===== config.mk =====
export PLATFORM = sky130hd
export DESIGN_NAME = duty_button_ctrl
export DESIGN_NICKNAME = d
export VERILOG_FILES = /design/src/rtl/pwm_ctrl_pkg.sv /design/src/rtl/duty_button_ctrl_channel.sv /design/src/rtl/duty_button_ctrl.sv
export SDC_FILE = /design/constraint.sdc
export NUM_CORES = 1
export LEC_CHECK = 0
export ABC_AREA = 1
export BUFFER_PORTS_ARGS = -buffer_cell sky130_fd_sc_hd__buf_2
export CORE_MARGIN = 10
export CORE_UTILIZATION = 49
export DETAILED_ROUTE_END_ITERATION = 10
export GPL_TIMING_DRIVEN = 0
export PLACE_DENSITY = 0.71
export SYNTH_ARGS = -nofsm -noshare
export SYNTH_HDL_FRONTEND = slang
export SYNTH_SLANG_ARGS = --single-unit

===== constraint.sdc =====
create_clock -name clk -period 1.2 [get_ports clk]
set_input_delay 0.24 -clock clk [delete_from_list [all_inputs] [get_ports clk]]
set_output_delay 0.24 -clock clk [all_outputs]
set_load 0.01 [all_outputs]

===== src/rtl/pwm_ctrl_pkg.sv =====
// Shared encodings and constants for the duty-button front-end and PWM stage.
// Auto-repeat is enabled by defining DUTY_BTN_AUTOREPEAT_EN.
package pwm_ctrl_pkg;

    localparam logic [1:0] IDLE   = 2'd0;
    localparam logic [1:0] HOLD   = 2'd1;
    localparam logic [1:0] REPEAT = 2'd2;

    typedef enum logic [1:0] {
        ST_IDLE   = IDLE,
        ST_HOLD   = HOLD,
        ST_REPEAT = REPEAT
    } btn_state_e;

    localparam int COARSE_STEP = 10;
    localparam int FINE_STEP   = 1;
    localparam int DUTY_MIN    = 0;
    localparam int DUTY_MAX    = 1000;

    // Counter width able to hold n without wrapping.
    function automatic int cnt_w(input int n);
        return $clog2(n) + 1;
    endfunction

endpackage


===== src/rtl/duty_button_ctrl_channel.sv =====
// One button: two-FF synchroniser, tick-sampled debounce and press FSM.
// Auto-repeat (HOLD/REPEAT) is compiled only with DUTY_BTN_AUTOREPEAT_EN.
module btn_channel
    import pwm_ctrl_pkg::*;
#(
    parameter int DB_TICKS   = 3,
    parameter int HOLD_TICKS = 4,
    parameter int REP_TICKS  = 2
) (
    input  logic clk,
    input  logic rst,
    input  logic tick,
    input  logic raw,
    output logic held,
    output logic pulse,
    output logic coarse
);

    localparam int DBW = cnt_w(DB_TICKS);
    localparam logic [DBW-1:0] DB_LAST = DBW'(DB_TICKS - 1);

    logic           sync1_q, sync2_q;
    logic           stable_q, stable_d;
    logic [DBW-1:0] db_cnt_q, db_cnt_d;
    btn_state_e     state_q, state_d;
    logic           rise, fall;

    always_ff @(posedge clk) begin
        if (rst) begin
            sync1_q  <= 1'b0;
            sync2_q  <= 1'b0;
            stable_q <= 1'b0;
            db_cnt_q <= '0;
            state_q  <= ST_IDLE;
        end else begin
            sync1_q  <= raw;
            sync2_q  <= sync1_q;
            stable_q <= stable_d;
            db_cnt_q <= db_cnt_d;
            state_q  <= state_d;
        end
    end

    always_comb begin
        stable_d = stable_q;
        db_cnt_d = db_cnt_q;
        if (tick) begin
            if (sync2_q == stable_q) begin
                db_cnt_d = '0;
            end else if (db_cnt_q == DB_LAST) begin
                stable_d = ~stable_q;
                db_cnt_d = '0;
            end else begin
                db_cnt_d = db_cnt_q + 1'b1;
            end
        end
    end

    assign rise = stable_d & ~stable_q;
    assign fall = ~stable_d & stable_q;
    // Next-cycle level, so the top registers it alongside the pulse.
    assign held = stable_d;

`ifdef DUTY_BTN_AUTOREPEAT_EN
    localparam int RMAX = (HOLD_TICKS > REP_TICKS) ? HOLD_TICKS : REP_TICKS;
    localparam int RW = cnt_w(RMAX);
    localparam logic [RW-1:0] HOLD_LAST = RW'(HOLD_TICKS - 1);
    localparam logic [RW-1:0] REP_LAST  = RW'(REP_TICKS - 1);

    logic [RW-1:0] rep_cnt_q, rep_cnt_d;

    always_ff @(posedge clk) begin
        if (rst) begin
            rep_cnt_q <= '0;
        end else begin
            rep_cnt_q <= rep_cnt_d;
        end
    end

    always_comb begin
        state_d   = state_q;
        rep_cnt_d = rep_cnt_q;
        pulse     = 1'b0;
        coarse    = 1'b0;
        // Release is checked first so it beats a repeat completing on the same tick.
        if (fall) begin
            state_d   = ST_IDLE;
            rep_cnt_d = '0;
        end else if (rise) begin
            state_d   = ST_HOLD;
            rep_cnt_d = '0;
            pulse     = 1'b1;
            coarse    = 1'b1;
        end else if (tick) begin
            unique case (state_q)
                ST_HOLD: begin
                    if (rep_cnt_q == HOLD_LAST) begin
                        pulse     = 1'b1;
                        state_d   = ST_REPEAT;
                        rep_cnt_d = '0;
                    end else begin
                        rep_cnt_d = rep_cnt_q + 1'b1;
                    end
                end
                ST_REPEAT: begin
                    if (rep_cnt_q == REP_LAST) begin
                        pulse     = 1'b1;
                        rep_cnt_d = '0;
                    end else begin
                        rep_cnt_d = rep_cnt_q + 1'b1;
                    end
                end
                default: ;
            endcase
        end
    end
`else
    localparam int unused_ticks = HOLD_TICKS + REP_TICKS;

    // ST_HOLD serves as the single PRESSED state.
    always_comb begin
        state_d = state_q;
        pulse   = 1'b0;
        coarse  = 1'b0;
        if (fall) begin
            state_d = ST_IDLE;
        end else if (rise && state_q == ST_IDLE) begin
            state_d = ST_HOLD;
            pulse   = 1'b1;
            coarse  = 1'b1;
        end
    end
`endif

endmodule


===== src/rtl/duty_button_ctrl.sv =====
// Button front-end: shared tick, two debounced channels, conflict mask, output regs.
// Auto-repeat fine steps are enabled by defining DUTY_BTN_AUTOREPEAT_EN.
module duty_button_ctrl
    import pwm_ctrl_pkg::*;
#(
    parameter int TICK_DIV   = 2,
    parameter int DB_TICKS   = 3,
    parameter int HOLD_TICKS = 4,
    parameter int REP_TICKS  = 2
) (
    input  logic clk,
    input  logic rst,
    input  logic increase_duty,
    input  logic decrease_duty,
    output logic inc_pulse,
    output logic dec_pulse,
    output logic step_coarse,
    output logic inc_held,
    output logic dec_held
);

    localparam int TW = cnt_w(TICK_DIV);
    localparam logic [TW-1:0] TICK_LAST = TW'(TICK_DIV - 1);

    logic [TW-1:0] tick_cnt_q, tick_cnt_d;
    logic          tick;
    logic          inc_held_c, dec_held_c;
    logic          inc_p, dec_p, inc_c, dec_c;
    logic          conflict;
    logic          inc_pulse_q, inc_pulse_d;
    logic          dec_pulse_q, dec_pulse_d;
    logic          coarse_q, coarse_d;
    logic          inc_held_q, dec_held_q;

    assign tick       = (tick_cnt_q == TICK_LAST);
    assign tick_cnt_d = tick ? '0 : tick_cnt_q + 1'b1;

    btn_channel #(
        .DB_TICKS  (DB_TICKS),
        .HOLD_TICKS(HOLD_TICKS),
        .REP_TICKS (REP_TICKS)
    ) u_inc (
        .clk   (clk),
        .rst   (rst),
        .tick  (tick),
        .raw   (increase_duty),
        .held  (inc_held_c),
        .pulse (inc_p),
        .coarse(inc_c)
    );

    btn_channel #(
        .DB_TICKS  (DB_TICKS),
        .HOLD_TICKS(HOLD_TICKS),
        .REP_TICKS (REP_TICKS)
    ) u_dec (
        .clk   (clk),
        .rst   (rst),
        .tick  (tick),
        .raw   (decrease_duty),
        .held  (dec_held_c),
        .pulse (dec_p),
        .coarse(dec_c)
    );

    // Mask on the levels that will be visible together with the pulse.
    assign conflict = inc_held_c & dec_held_c;

    always_comb begin
        inc_pulse_d = inc_p & ~conflict;
        dec_pulse_d = dec_p & ~conflict & ~inc_p;
        coarse_d    = (inc_pulse_d & inc_c) | (dec_pulse_d & dec_c);
    end

    always_ff @(posedge clk) begin
        if (rst) begin
            tick_cnt_q  <= '0;
            inc_pulse_q <= 1'b0;
            dec_pulse_q <= 1'b0;
            coarse_q    <= 1'b0;
            inc_held_q  <= 1'b0;
            dec_held_q  <= 1'b0;
        end else begin
            tick_cnt_q  <= tick_cnt_d;
            inc_pulse_q <= inc_pulse_d;
            dec_pulse_q <= dec_pulse_d;
            coarse_q    <= coarse_d;
            inc_held_q  <= inc_held_c;
            dec_held_q  <= dec_held_c;
        end
    end

    assign inc_pulse   = inc_pulse_q;
    assign dec_pulse   = dec_pulse_q;
    assign step_coarse = coarse_q;
    assign inc_held    = inc_held_q;
    assign dec_held    = dec_held_q;

endmodule

Word level (Yosys, flattened, before mapping)
Index checks and enable logic that the tools add are counted.
{ "totals": {"word_cells": 60, "regBits": 19} }
{ "classes": {"bitwise": 17, "n_mux": 14, "n_eq_ne": 5, "reduce_logical": 7, "n_addsub": 3} }
{ "op_table": {"columns": ["operator", "n"], "rows": [
  ["3-bit two-way mux", 4],
  ["1-bit AND", 10],
  ["1-bit two-way mux", 10],
  ["3-bit by 1-bit adder with 3-bit output (second input constant)", 2],
  ["3-bit by 2-bit == test with 1-bit output (second input constant)", 2],
  ["1-bit inverter", 6],
  ["2-bit OR reduction", 3],
  ["2-bit zero test", 2],
  ["2-bit by 1-bit adder with 2-bit output (second input constant)", 1],
  ["1-bit == test", 2],
  ["2-bit by 1-bit == test with 1-bit output (second input constant)", 1],
  ["1-bit logical AND", 2],
  ["1-bit OR", 1]
]} }

Depth between registers and ports, before layout
{ "logic_depth": {"word_depth": 12, "ltp_mapped": 8, "depth_no_buf": 7} }

Modules after synthesis
Synthesis repeated with hierarchy kept, for this count alone.
{ "hier_totals": {"cells_unflattened": 120, "area_unflattened_um2": 935.9} }
{ "modules_own_cells": {"columns": ["module", "area_each_um2", "n_inst", "cells_each", "seq_area_each_um2"], "rows": [
  ["btn_channel", 352.8, 2, 47, 140.1],
  ["duty_button_ctrl", 230.2, 1, 26, 140.1]
]} }

Worst setup path after synthesis
No wires, ideal clock.
{ "synth_path": {"path_kind": "reg2reg", "from": "register tick_cnt_q[0]", "to": "register coarse_q, in the netlist step_coarse", "required_time_ps": 1083, "stages_incl_launch_ff": 8, "arrival_ps": 1035, "path_buffers": 1, "slack_ps": 48, "path_cell_list": "dfxtp_1 ha_1 buf_6 nand4_2 nand2_1 nand2_2 o21ai_2 nand2_1"} }
{ "synth_between": {"elab_chain_cells": 10, "word_cells_on_any_way": 24, "classes_between": "eq/ne: 1; mux: 6; bitwise: 15; reduce/logical: 2"} }
{ "synth_rtl": {"columns": ["element", "line", "rtl"], "rows": [
  ["start: declaration", "duty_button_ctrl.sv:25", "logic [TW-1:0] tick_cnt_q, tick_cnt_d;"],
  ["start signal: assignment", "duty_button_ctrl.sv:84", "tick_cnt_q <= tick_cnt_d;"],
  ["2-bit by 1-bit == test with 1-bit output *", "duty_button_ctrl.sv:35", "assign tick = (tick_cnt_q == TICK_LAST);"],
  ["1-bit two-way mux", "duty_button_ctrl_channel.sv:47", "if (tick) begin"],
  ["1-bit AND", "duty_button_ctrl_channel.sv:59", "assign rise = stable_d & ~stable_q;"],
  ["1-bit logical AND", "duty_button_ctrl_channel.sv:127", "end else if (rise && state_q == ST_IDLE) begin"],
  ["1-bit two-way mux", "duty_button_ctrl_channel.sv:127", null],
  ["1-bit two-way mux", "duty_button_ctrl_channel.sv:125", "if (fall) begin"],
  ["1-bit AND / 1-bit inverter (equally long branches)", "duty_button_ctrl.sv:71", "dec_pulse_d = dec_p & ~conflict & ~inc_p;"],
  ["1-bit AND", "duty_button_ctrl.sv:71", null],
  ["1-bit AND", "duty_button_ctrl.sv:72", "coarse_d = (inc_pulse_d & inc_c) | (dec_pulse_d & dec_c);"],
  ["1-bit OR *", "duty_button_ctrl.sv:72", null],
  ["end signal: assignment", "duty_button_ctrl.sv:87", "coarse_q <= coarse_d;"],
  ["end: declaration", "duty_button_ctrl.sv:32", "logic coarse_q, coarse_d;"]
]} }
Every way passes the cells marked *; elsewhere a longest branch is shown, timed or not.
A chain may end at the register's enable or synchronous reset.

Final worst setup path
{ "layout_path": {"from": "register tick_cnt_q[1]", "to": "register coarse_q, in the netlist step_coarse"} }
Same word-level chain as after synthesis.

==> flow_metrics.env <==
export IMPL_synth_avg_cell_area_um2=7.91
export IMPL_synth_compound_area_frac=0.0922
export IMPL_die_w_um=60.8
export IMPL_synth_cells=103
export IMPL_synth_seq_area_share=0.467
export IMPL_async_reset_ff_frac=0
export IMPL_failed_checks="negative setup slack"
export IMPL_grt_pass1_vias=634
export IMPL_hold_path_cell_count=3
export IMPL_internal_power_mw=0.818
export IMPL_rsz0062_at_grt="yes"
export IMPL_synth_top_family_by_area="simple AND/OR/NAND/NOR gates"
export IMPL_num_vias=667
export IMPL_numCtsBuffers=3
export IMPL_powerDensity_nw_per_um2=1170
export IMPL_skew_ns=0.00152
export IMPL_synth_edf_count=0
export IMPL_cts_sinks=19
export IMPL_hold_viol_final=0
export IMPL_cts_clk_slew_worst_paths_ns=0.11
export IMPL_p_comb_frac=0.098
export IMPL_use_met1=0.105
export IMPL_viasPerCell=5.05
export IMPL_worstSetupStartpointType="register"
export IMPL_num_antenna_cells=0
export IMPL_grt_overflow_total=0
export IMPL_rows=14
export IMPL_place_hpwl_um=1080
export IMPL_setup_violations=1
export IMPL_worst_slew_pin_slew_ns=0.250
export IMPL_cp_slowest_cell="dfxtp_1"
export IMPL_drv_cap=0
export IMPL_cts_buffer_depth=2
export IMPL_grt_met3_usage=0.0292
export IMPL_clkLatencyLatePin_ns=0.30
export IMPL_grt_total_usage=0.0908
export IMPL_die_area_um2=3690
export IMPL_crit_type="register to register"
export IMPL_io_pins=9
export IMPL_post_route_util=0.611
export IMPL_hp_class="input pin to register"
export IMPL_outcome="finished with violations"
export IMPL_synth_seq_cells=19
export IMPL_drive_gt1_frac=0.302
export IMPL_rr_worst_depth=8
export IMPL_syn_to_final_growth_pct=15.7
export IMPL_required_ns=1.41
export IMPL_ant_nets=0
export IMPL_cp_max_fo=5
export IMPL_path_cells="inv_1 -> ha_2 -> buf_6 -> nand4_4 -> nand2_2 -> nand2_4 -> o21ai_2 -> nand2_1"
export IMPL_synth_simple_area_share=0.292
export IMPL_ys_types=21
export IMPL_htreeDepth=1
export IMPL_synth_adder_area_share=0.0154
export IMPL_yosys_area_top_type_share=0.467
export IMPL_cp_arrival_ns=1.41
export IMPL_synth_top_cell_by_area="dfxtp_1"
export IMPL_synth_xor_area_share=0.0215
export IMPL_antenna_found_initial=0
export IMPL_drc_errors=0
export IMPL_finalCriticalPeriod_ns=1.20
export IMPL_ys_warn_count=0
export IMPL_die_h_um=60.8
export IMPL_slowest_delay_ns=0.32
export IMPL_netSwitchingFraction=0.257
export IMPL_first_pass_iters=4
export IMPL_tns_ns=-0.00122
export IMPL_synth_most_common_cell="dfxtp_1"
export IMPL_seqPwrFrac=0.599
export IMPL_p_switching_mw=0.283
export IMPL_worst_slack_ns=-0.00122
export IMPL_start_util=0.528
export IMPL_synthMuxAreaShare=0
export IMPL_grt_max_degree=12
export IMPL_core_area_um2=1540
export IMPL_nets=122
export IMPL_ys_top_cells_by_area="dfxtp_1, inv_1, nor2_1, nand2_1, o21ai_0"
export IMPL_netlist_top_cells_count="dfxtp_1, inv_1, nor2_1, nand2_1, o21ai_0"
export IMPL_dp_cells=126
export IMPL_period_share=1.00
export IMPL_cts_root_buf="clkbuf_4"
export IMPL_syn_nets=108
export IMPL_finalNonFillerCells=132
export IMPL_cts_tree="yes"
export IMPL_mappedNetlistArea_um2=815
export IMPL_clkPwrFrac=0.303
export IMPL_p_leak_nw=0.399
export IMPL_endpoint_kind="register"
export IMPL_synth_ff_type="dfxtp_1"
export IMPL_relSlewSlack=0.833
export IMPL_grtUsageMet2=0.140
export IMPL_top_usage_layer="met2"
export IMPL_wirelength_um=1470
export IMPL_place_congestion=0.818
export IMPL_ir_drop_mv=0.711
export IMPL_grt_pass1_wl_um=2620
export IMPL_port_buffers=7
export IMPL_first_iter_violations=11
export IMPL_drv_slew=0
export IMPL_wl_per_cell_um=11.1
export IMPL_biggestRegsByFlops="u_dec.db_cnt_q: 3 flops, u_inc.db_cnt_q: 3 flops, tick_cnt_q: 2 flops"
export IMPL_fmax_mhz=832
-- final timing paths --
| check | from | endpoint | slack, ns |
|---|---|---|---|
| worst max register to register | tick_cnt_q[1] | step_coarse | -0.001 |
| worst max-delay path | tick_cnt_q[1] | step_coarse | -0.001 |
| worst min-delay path | increase_duty | u_inc.sync1_q | 0.12 |
| worst min register to register | tick_cnt_q[0] | tick_cnt_q[0] | 0.41 |
-- cell usage in the layout, fill, tap and decap left out --
master    instances
o22ai_1           1
dfxtp_2           2
nand4_1           3
nand2_1          11
nand2_2           3
nor2_2            1
clkinv_2          1
dfxtp_1          17
nor3_4            1
nand2_4           1
xor2_1            2
inv_2             4
o21ai_2           1
buf_6             1
o21ai_0           6
ha_2              1
nor2_4            2
inv_1            16
nand3_1           3
clkbuf_4          3
nand4_4           1
a21oi_1           4
buf_2             9
nand3_2           2
o21ai_1           2
nor3_1            1
nand4_2           1
nor2_1           15
buf_4             1
-- cell families (layout without fill, tap and decap cells) --
logic type	Yosys count	after routing
AND/OR/NAND/NOR	45	45
buffers and inverters	22	35
flip-flops	19	19
AO/OA/AOI/OAI	14	14
XOR/XNOR	2	2
adder cells (fa/ha/maj)	1	1
-- routing by layer --
layer	part of all wire	wire, µm	up-vias
met4	0.027	40	0
met1	0.44	652	300
met5	0	0	-
met2	0.49	719	12
li1	-	-	350
met3	0.039	57	5
-- through the flow --
stage                     worst slack [ns]  cell area (µm²)  total power [mW]  hold WS [ns]
final                             -0.00122              942              1.10         0.124
after global routing               -0.0875              942              1.15         0.118
after CTS                         -0.00917              925              1.11         0.115
after detailed placement           -0.0498              870             0.759         0.397
after global placement             -0.0340              870             0.756         0.390
after floorplan                     0.0475              815             0.739         0.347
-- cell type report --
class                      instances  area (µm²)
sequential                        19         383
inverter                          20        75.1
clock inverter                     1        5.00
multi-input combinational         62         373
tap                               16        20.0
buffer                             2        16.3
fill                             145         599
timing repair buffer               9        47.5
clock buffer                       3        22.5
-- power by group through the flow --
stage / combinational, mW / sequential, mW / clock [mW]
CTS: 0.105 / 0.659 / 0.348
finish: 0.108 / 0.659 / 0.334
detailed placement: 0.0868 / 0.673 / 0
global placement: 0.0840 / 0.672 / 0
floorplan: 0.0690 / 0.670 / 0
global route: 0.122 / 0.661 / 0.368
-- worst max-delay path: cells and delay by family, from the launching register on --
family                   cells  cell delay [ns]
adder cells (fa/ha/maj)      1             0.18
buffers and inverters        2             0.18
AND/OR/NAND/NOR              4             0.30
flip-flops                   1             0.32
AO/OA/AOI/OAI                1             0.14
-- timing repair --
item,CTS,global route
resized for setup,4,7
buffers inserted,1,0
setup endpoints to repair,3,7
cloned,1,0
pin swaps,3,2
hold buffers,0,0
Note: power is estimated with default switching activity, not from simulation.
